## src/rtl/fork_join_ctrl.sv

```systemverilog
// Fork/join sequencer: launches two timed workers on one start and pulses
// proceed to the parent with join / join_any / join_none semantics.
module fork_join_ctrl #(
  parameter int W = 8
) (
  input  logic         clk,
  input  logic         rst_n,
  input  logic         start,
  input  logic [1:0]   mode,
  input  logic [W-1:0] dur_a,
  input  logic [W-1:0] dur_b,
  input  logic         abort,
  output logic         busy,
  output logic         proceed,
  output logic         a_active,
  output logic         b_active,
  output logic         a_done,
  output logic         b_done,
  output logic         all_done,
  output logic         start_drop,
  output logic [W:0]   elapsed
);

  typedef enum logic [1:0] {IDLE, RUN, DETACHED} state_t;
  typedef enum logic [1:0] {M_JOIN, M_ANY, M_NONE} op_mode_t;

  localparam logic [W-1:0] ONE     = W'(1);
  localparam logic [W:0]   EL_ONE  = (W+1)'(1);
  localparam logic [W:0]   EL_MAX  = '1;

  state_t     state, state_nx;
  op_mode_t   op_mode, mode_in, mode_eff;
  logic [W-1:0] cnt_a, cnt_b;   // remaining active cycles per worker
  logic [W-1:0] da0, db0;
  logic accept, pending;
  logic a_fin, b_fin, a_run, b_run, all_fin, proceed_nx;

  assign busy       = a_active | b_active;
  assign start_drop = start & busy;

  // NOTE: every variable written here gets a default first, so no path
  // through the block can leave one unassigned and infer a latch.
  always_comb begin
    accept   = start && (state == IDLE) && !abort;
    da0      = (dur_a == '0) ? ONE : dur_a;
    db0      = (dur_b == '0) ? ONE : dur_b;
    mode_in  = (mode == 2'd1) ? M_ANY : (mode == 2'd2) ? M_NONE : M_JOIN;
    mode_eff = accept ? mode_in : op_mode;
    a_fin    = 1'b0;
    b_fin    = 1'b0;
    a_run    = 1'b0;
    b_run    = 1'b0;
    if (accept) begin
      a_fin = (da0 == ONE);
      b_fin = (db0 == ONE);
      a_run = !a_fin;
      b_run = !b_fin;
    end else begin
      a_fin = a_active && (cnt_a == ONE);
      b_fin = b_active && (cnt_b == ONE);
      a_run = a_active && !a_fin;
      b_run = b_active && !b_fin;
    end
    all_fin = (a_fin || b_fin) && !a_run && !b_run;
    // pending: the parent is still waiting for its proceed pulse
    pending = accept ? (mode_in != M_NONE) : (state == RUN);
    case (mode_eff)
      M_ANY:   proceed_nx = pending && (a_fin || b_fin);
      M_NONE:  proceed_nx = accept;
      default: proceed_nx = pending && all_fin;
    endcase
    state_nx = IDLE;
    if (accept || state != IDLE) begin
      if (all_fin)                      state_nx = IDLE;
      else if (pending && !proceed_nx)  state_nx = RUN;
      else                              state_nx = DETACHED;
    end
  end

  // NOTE: state is updated with non-blocking assignments so every flop
  // samples the pre-edge values, independent of statement order.
  always_ff @(posedge clk or negedge rst_n) begin
    if (!rst_n) begin
      state    <= IDLE;
      op_mode  <= M_JOIN;
      cnt_a    <= '0;
      cnt_b    <= '0;
      a_active <= 1'b0;
      b_active <= 1'b0;
      a_done   <= 1'b0;
      b_done   <= 1'b0;
      all_done <= 1'b0;
      proceed  <= 1'b0;
      elapsed  <= '0;
    end else if (abort) begin
      // kill everything silently; elapsed keeps the value reached so far
      state    <= IDLE;
      cnt_a    <= '0;
      cnt_b    <= '0;
      a_active <= 1'b0;
      b_active <= 1'b0;
      a_done   <= 1'b0;
      b_done   <= 1'b0;
      all_done <= 1'b0;
      proceed  <= 1'b0;
    end else begin
      state    <= state_nx;
      a_active <= a_run;
      b_active <= b_run;
      a_done   <= a_fin;
      b_done   <= b_fin;
      all_done <= all_fin;
      proceed  <= proceed_nx;
      if (accept) begin
        op_mode <= mode_in;
        cnt_a   <= da0 - ONE;
        cnt_b   <= db0 - ONE;
        elapsed <= EL_ONE;
      end else begin
        if (a_active) cnt_a <= cnt_a - ONE;
        if (b_active) cnt_b <= cnt_b - ONE;
        if (busy && elapsed != EL_MAX) elapsed <= elapsed + EL_ONE;
      end
    end
  end

endmodule
```

## config.mk

```make
export PLATFORM = sky130hd
export DESIGN_NAME = fork_join_ctrl
export DESIGN_NICKNAME = d
export VERILOG_FILES = /design/src/rtl/fork_join_ctrl.sv
export SDC_FILE = /design/constraint.sdc
export NUM_CORES = 1
export LEC_CHECK = 0
export CAP_MARGIN = 15
export CORE_MARGIN = 4
export CORE_UTILIZATION = 25
export CTS_CLUSTER_SIZE = 24
export DETAILED_ROUTE_END_ITERATION = 7
export PLACE_DENSITY = 0.42
export RECOVER_POWER = 50
export SYNTH_ARGS = -nofsm -noshare
export SYNTH_HDL_FRONTEND = slang
export SYNTH_SLANG_ARGS = --single-unit
```

## constraint.sdc

```tcl
create_clock -name clk -period 2.7 [get_ports clk]
set_input_delay 0.54 -clock clk [delete_from_list [all_inputs] [get_ports clk]]
set_output_delay 0.54 -clock clk [all_outputs]
set_load 0.01 [all_outputs]
```

Word level (Yosys, flattened, before mapping)
Index checks and enable logic that the tools add are counted.
{ "classes": {"n_addsub": 5, "n_mul": 0, "div_mod_pow": 0, "magnitude_cmp": 0, "eq_ne": 11, "shift": 0, "muxes": 29, "bitwise_logic": 3, "n_reduce_logical": 30} }
{ "ops": {"columns": ["op", "n"], "rows": [
  ["$mux 8", 8],
  ["$eq 8x1->1 const B", 4],
  ["$sub 8x1->8 const B", 4],
  ["$mux 9", 2],
  ["$logic_not 8->1", 2],
  ["$mux 2", 7],
  ["$logic_and 1x1->1", 12],
  ["$mux 1", 11],
  ["$add 9x1->9 const B", 1],
  ["$ne 9x9->1 const B", 1],
  ["$logic_not 1->1", 8],
  ["$eq 2x1->1 const B", 3],
  ["$reduce_bool 3->1", 2],
  ["$eq 2x2->1 const B", 2],
  ["$reduce_bool 2->1", 2],
  ["$logic_not 2->1", 1],
  ["$logic_or 1x1->1", 2],
  ["$ne 2x2->1 const B", 1],
  ["$pmux 1 s2", 1],
  ["$reduce_and 2->1", 1],
  ["$and 1x1->1", 1],
  ["$not 1->1", 1],
  ["$or 1x1->1", 1]
]} }
{ "totals": {"regBits": 35, "latch_bits": 0, "ramBits": 0, "rom_bits": 0, "input_bits": 22, "out_inout_bits": 17, "wordCells": 89, "memories": 0} }

Logic depth before layout (Yosys ltp)
{ "depth": {"depth_word": 16, "depth_mapped": 10, "depth_no_buf": 10} }

Worst setup path after synthesis
OpenSTA, ideal clock, no wires.
{ "synth_path": {"path_type": "register to register", "startpoint": "reg elapsed[0]", "endpoint": "reg elapsed[5]", "setup_ns": 0.078, "arrival_ns": 2.090, "t_required_ns": 2.622, "setup_slack_ns": 0.532, "path_stages_with_launch": 10, "n_path_buf": 0, "period_less_slack_ns": 2.168, "cell_sequence": "dfrtp_1 -> ha_1 -> nand2_1 -> nor2_1 -> and3_1 -> ha_1 -> nor3b_2 -> o2111ai_1 -> or3_1 -> a21oi_1"} }
{ "synth_between": {"elab_chain_cells": 4, "word_cells_on_any_way": 7, "classes_between": "add/sub (1); eq/ne (1); mux (2); reduce/logical (3)"} }
{ "synth_lines": {"columns": ["element", "line_no", "source"], "rows": [
  ["from (decl)", "21", "output logic [W:0] elapsed"],
  ["from (signal assigned)", "122", "if (busy && elapsed != EL_MAX) elapsed <= elapsed + EL_ONE;"],
  ["branches (longest 4 deep; another with $add 9x1->9)", null, null]
]} }
Several ways; the timed one is not identified. The select of a mux whose other input is x is not followed.
A chain may end at the register's enable or synchronous reset.

Worst setup path after layout
{ "layout_path": {"startpoint": "in abort", "endpoint": "reg state[1]"} }
{ "layout_between": {"elab_chain_cells": 14, "word_cells_on_any_way": 25, "classes_between": "eq/ne (2); mux (11); reduce/logical (12)"} }
{ "layout_lines": {"columns": ["element", "line_no", "source"], "rows": [
  ["from (decl)", "12", "input logic abort,"],
  ["$logic_not 1->1", "44", "accept = start && (state == IDLE) && !abort;"],
  ["$logic_and 1x1->1", "44", null],
  ["$mux 1", "53", "if (accept) begin"],
  ["$logic_or 1x1->1 / $logic_not 1->1 (equally long branches)", "64, 68", null],
  ["$logic_and 1x1->1 (2 in a row)", "64", "all_fin = (a_fin || b_fin) && !a_run && !b_run;"],
  ["$logic_and 1x1->1", "70", "default: proceed_nx = pending && all_fin;"],
  ["$pmux 1 s2", "67", "case (mode_eff)"],
  ["$logic_not 1->1", "75", "else if (pending && !proceed_nx) state_nx = RUN;"],
  ["$logic_and 1x1->1", "75", null],
  ["$mux 2", "75", null],
  ["$mux 2", "74", "if (all_fin) state_nx = IDLE;"],
  ["$mux 2", "73", "if (accept || state != IDLE) begin"],
  ["$mux 2 *", "95", "end else if (abort) begin"],
  ["to (signal assigned)", "107", "state <= state_nx;"],
  ["to (decl)", "31", "state_t state, state_nx;"]
]} }
Mark *: on every way between the ends. The rest lies on a longest branch, timed or not.

==> results.py <==
metrics = {
    "logic_synthesis": {
        "synthArstFlopShare_pct": 100.0,
        "yosys_warnings": 0,
        "seq_area_frac_synth_pct": 38.70,
        "syn_avg_cell_area_sq_um": 8.509,
        "syn_area_sq_mm": 0.002263,
        "synth_top_family_by_area": "simple AND/OR/NAND/NOR gates",
        "synth-edff-count": 0,
        "synth.area.mux_share_pct": 0.4422,
        "yosys_register_bits": 35,
        "synthCells": 266,
        "syn_nets": 298,
        "synth_compound_area_share_pct": 17.91,
        "yosys.area_share.simple_pct": 26.15,
        "synthXorXnorAreaFrac_pct": 7.352,
        "synthAdderAreaFrac_pct": 5.528,
        "synthDistinctLibCells": 48,
        "synth_ff_type": "dfrtp_1",
    },
    "placed_design": {
        "hpwlAfterDp_um": 4775,
        "dp_slack_ps": -57.80,
        "numPortBuffers": 38,
        "gp_congestion": 0.7506,
    },
    "clock_network": {
        "cts_tree": "yes",
        "cts.path.max_buffers": 2,
        "post_cts_buffers": 0,
        "cts_inserted_buffers": 5,
        "hold_buffers": 0,
        "cts_sinks": 35,
        "cts.reportedPaths.clkPinSlew_ps": 70,
        "cts.repair.resized": 0,
        "root_buffer": "clkbuf_8",
        "htreeDepth": 2,
        "clk_latency_ps": 290,
    },
    "setup_path": {
        "slowest_stage": "or4b_1",
        "rr_startpoint": "state[0]$_DFF_PN0_",
        "critPathLaunchType": "primary input",
        "reg2reg_to": "state[1]$_DFF_PN0_",
        "crit_path_max_fanout": 12,
        "worstSetupEndpointType": "register",
        "cp_data_required_time_ps": 2910,
        "worstPathArrival_ps": 2750,
        "cp_num_cells": 7,
        "worstSetupPathType": "in -> reg",
        "path_buf_inv": 1,
        "worst_r2r_path_depth": 6,
        "slowest_delay_ps": 780,
        "crit_chain": "clkdlybuf4s50_1 > or4b_1 > a31oi_1 > a31oi_2 > o211ai_1 > o311ai_1 > nor2b_1",
        "crit_path_start": "abort",
        "cpLargestDelayFamily": "simple AND/OR/NAND/NOR gates",
        "r2r_setup_slack_ps": 390,
    },
    "die": {
        "core_sq_mm": 0.008763,
        "die_h_um": 103.2,
        "start_util_pct": 25.83,
        "die-width_um": 103.2,
        "io_pins": 39,
        "die-area_sq_mm": 0.01064,
        "num_rows": 34,
    },
    "global_route": {
        "grt_max_degree": 36,
        "grt_pass1_vias": 2029,
        "grt_pass1_wl_um": 10450,
        "grt_overflow": 0,
        "gr-usage-all-layers_pct": 12.47,
        "antenna_found_initial": 0,
    },
    "sta": {
        "period_needed_ps": 2534,
        "report.final.slew_viol_count": 36,
        "fmax_mhz": 394.6,
        "min_period_over_period_pct": 93.87,
        "final_hold_viol_count": 0,
        "tightest_slew_ps": 1997,
        "setup_viol": 0,
        "slew_headroom_pct": -33.15,
        "worst_clock_skew_ps": 6.742,
        "timing.hold.ws_ps": 501.6,
        "rsz0062_at_grt": "false",
        "fin_setup_tns_ps": 0,
        "worst_slack_ps": 165.6,
    },
    "power": {
        "powerDensity_mw_per_mm2": 552.7,
        "clkPwrFrac_pct": 30.2,
        "swShare_pct": 32.34,
        "finalPower_w": 0.001678,
        "leakage_nw": 1.291,
        "ir_worst_vdd_v": 0.0003366,
        "comb_power_share_pct": 29.8,
        "p_switching_w": 0.0005426,
        "p_int_w": 0.001135,
        "power_frac_seq_pct": 40.0,
    },
    "finish": {
        "nNetsFinal": 359,
        "postLayoutCoreUtil_pct": 34.64,
        "fill_cells": 929,
        "syn2layout_area_growth_pct": 34.11,
        "final_layout_size_suffix_gt1_share_pct": 11.59,
        "num_antenna_cells": 0,
    },
    "detailed_routing": {
        "post_drt_wl_per_cell_um": 14.53,
        "via_per_inst": 4.757,
        "firstDrtPassIters": 4,
        "drtIter0Drc": 66,
        "vias": 2074,
        "drc": 0,
        "ant_nets": 0,
        "drt-total-wl_um": 6335,
    },
    "worst_hold_path": {
        "min_path_type": "reg -> reg",
        "hold_start": "op_mode[0]$_DFFE_PN0N_",
        "hold_end": "op_mode[0]$_DFFE_PN0N_",
        "min_path_cells": 2,
    },
    "outcome": {
        "outcome": "finished, violations left",
        "violations": "capacitance limit, slew limit",
    },
    "run": {
        "maxCapViolCount": 1,
    },
}
[routing by layer]
metal | routed length (um) | vias up | global-route usage, %
met2 | 2811 | 37 | 19.68
met1 | 3175 | 966 | 17.49
met5 | 0 | - | 0
met3 | 289 | 6 | 2.639
met4 | 59 | 0 | 2.888
li1 | - | 1065 | -
[state kept, by name, indices dropped and copies added (netlist names)]
signal	flops
b_active	1
b_done	1
a_active	1
elapsed	9
state	2
all_done	1
a_done	1
proceed	1
op_mode	2
cnt_b	8
cnt_a	8
[metrics by stage]
step,cell area (sq um),cells
floorplan,2263,266
global placement,2927,428
detailed placement,2927,428
CTS,3044,436
global route,3035,436
finish,3035,436
[area by class of cell]
| cell class | count | area (sq um) | area share, % |
|---|---|---|---|
| tap | 108 | 135.1 | 4.452 |
| sequential | 35 | 875.8 | 28.85 |
| clock buffer | 6 | 82.58 | 2.721 |
| multi-input combinational | 210 | 1304 | 42.95 |
| clock inverter | 2 | 35.03 | 1.154 |
| inverter | 12 | 45.04 | 1.484 |
| timing repair buffer | 63 | 558.0 | 18.38 |
[worst max-delay path by stage]
stage	to	slack, ps
floorplan	elapsed[5]$_DFFE_PN0P_	530
global placement	state[0]$_DFF_PN0_	-30
detailed placement	state[0]$_DFF_PN0_	-60
CTS	state[1]$_DFF_PN0_	250
global route	state[0]$_DFF_PN0_	50
finish	state[1]$_DFF_PN0_	170
[cells in the final DEF (no fill, tap or decap), drive strengths merged, types with 2 or more instances in the layout]
cell type	count
a21oi	12
or3	2
nand3b	4
a32o	2
and2	3
dlygate4sd3	5
nor4b	3
or4	2
clkdlybuf4s50	32
a211oi	6
xor2	10
xnor2	9
nor2	43
nand4	3
nor3	7
a22oi	4
a31oi	9
dfrtp	35
o31ai	2
ha	10
o21ai	18
inv	12
o22ai	2
o211ai	2
clkbuf	8
buf	24
nand2b	3
nor4	5
nand3	5
nor3b	3
nand2	29
[cells by family (layout without fill, tap and decap cells)]
kind of cell             after synthesis  in the layout
buffers and inverters                 21             83
multiplexers                           1              1
XOR/XNOR                              19             19
AO/OA/AOI/OAI                         62             62
adder cells (fa/ha/maj)               10             10
flip-flops                            35             35
AND/OR/NAND/NOR                      118            118
[synth_stat cells, types with 5 or more instances]
cell | instances | share of area, %
o21ai_0 | 15 | 3.3
nor3_1 | 7 | 1.5
a21oi_1 | 12 | 2.7
dfrtp_1 | 35 | 39
xnor2_1 | 9 | 3.5
a211oi_1 | 6 | 2.0
nand3_1 | 5 | 1.1
nand2_1 | 29 | 4.8
xor2_1 | 10 | 3.9
a31oi_1 | 7 | 1.9
inv_1 | 12 | 2.0
ha_1 | 10 | 5.5
nor2_1 | 43 | 7.1
clkbuf_1 | 6 | 0.99
[worst register-to-register path, stage by stage (launching register included)]
cell      delay (ps)
dfrtp_1          470
or4b_1           840
a31oi_1          330
a31oi_2          100
o211ai_1         190
o311ai_1         190
nor2b_1          140
[power by group through the flow]
stage / sequential (W) / combinational [W] / clock [W]
after floorplan: 0.000672 / 0.000290 / 0
after global placement: 0.000684 / 0.000507 / 0
after CTS: 0.000672 / 0.000511 / 0.000522
final: 0.000672 / 0.000500 / 0.000506
after global routing: 0.000682 / 0.000571 / 0.000540
after detailed placement: 0.000681 / 0.000507 / 0
Power figures use the tool's default switching activity.
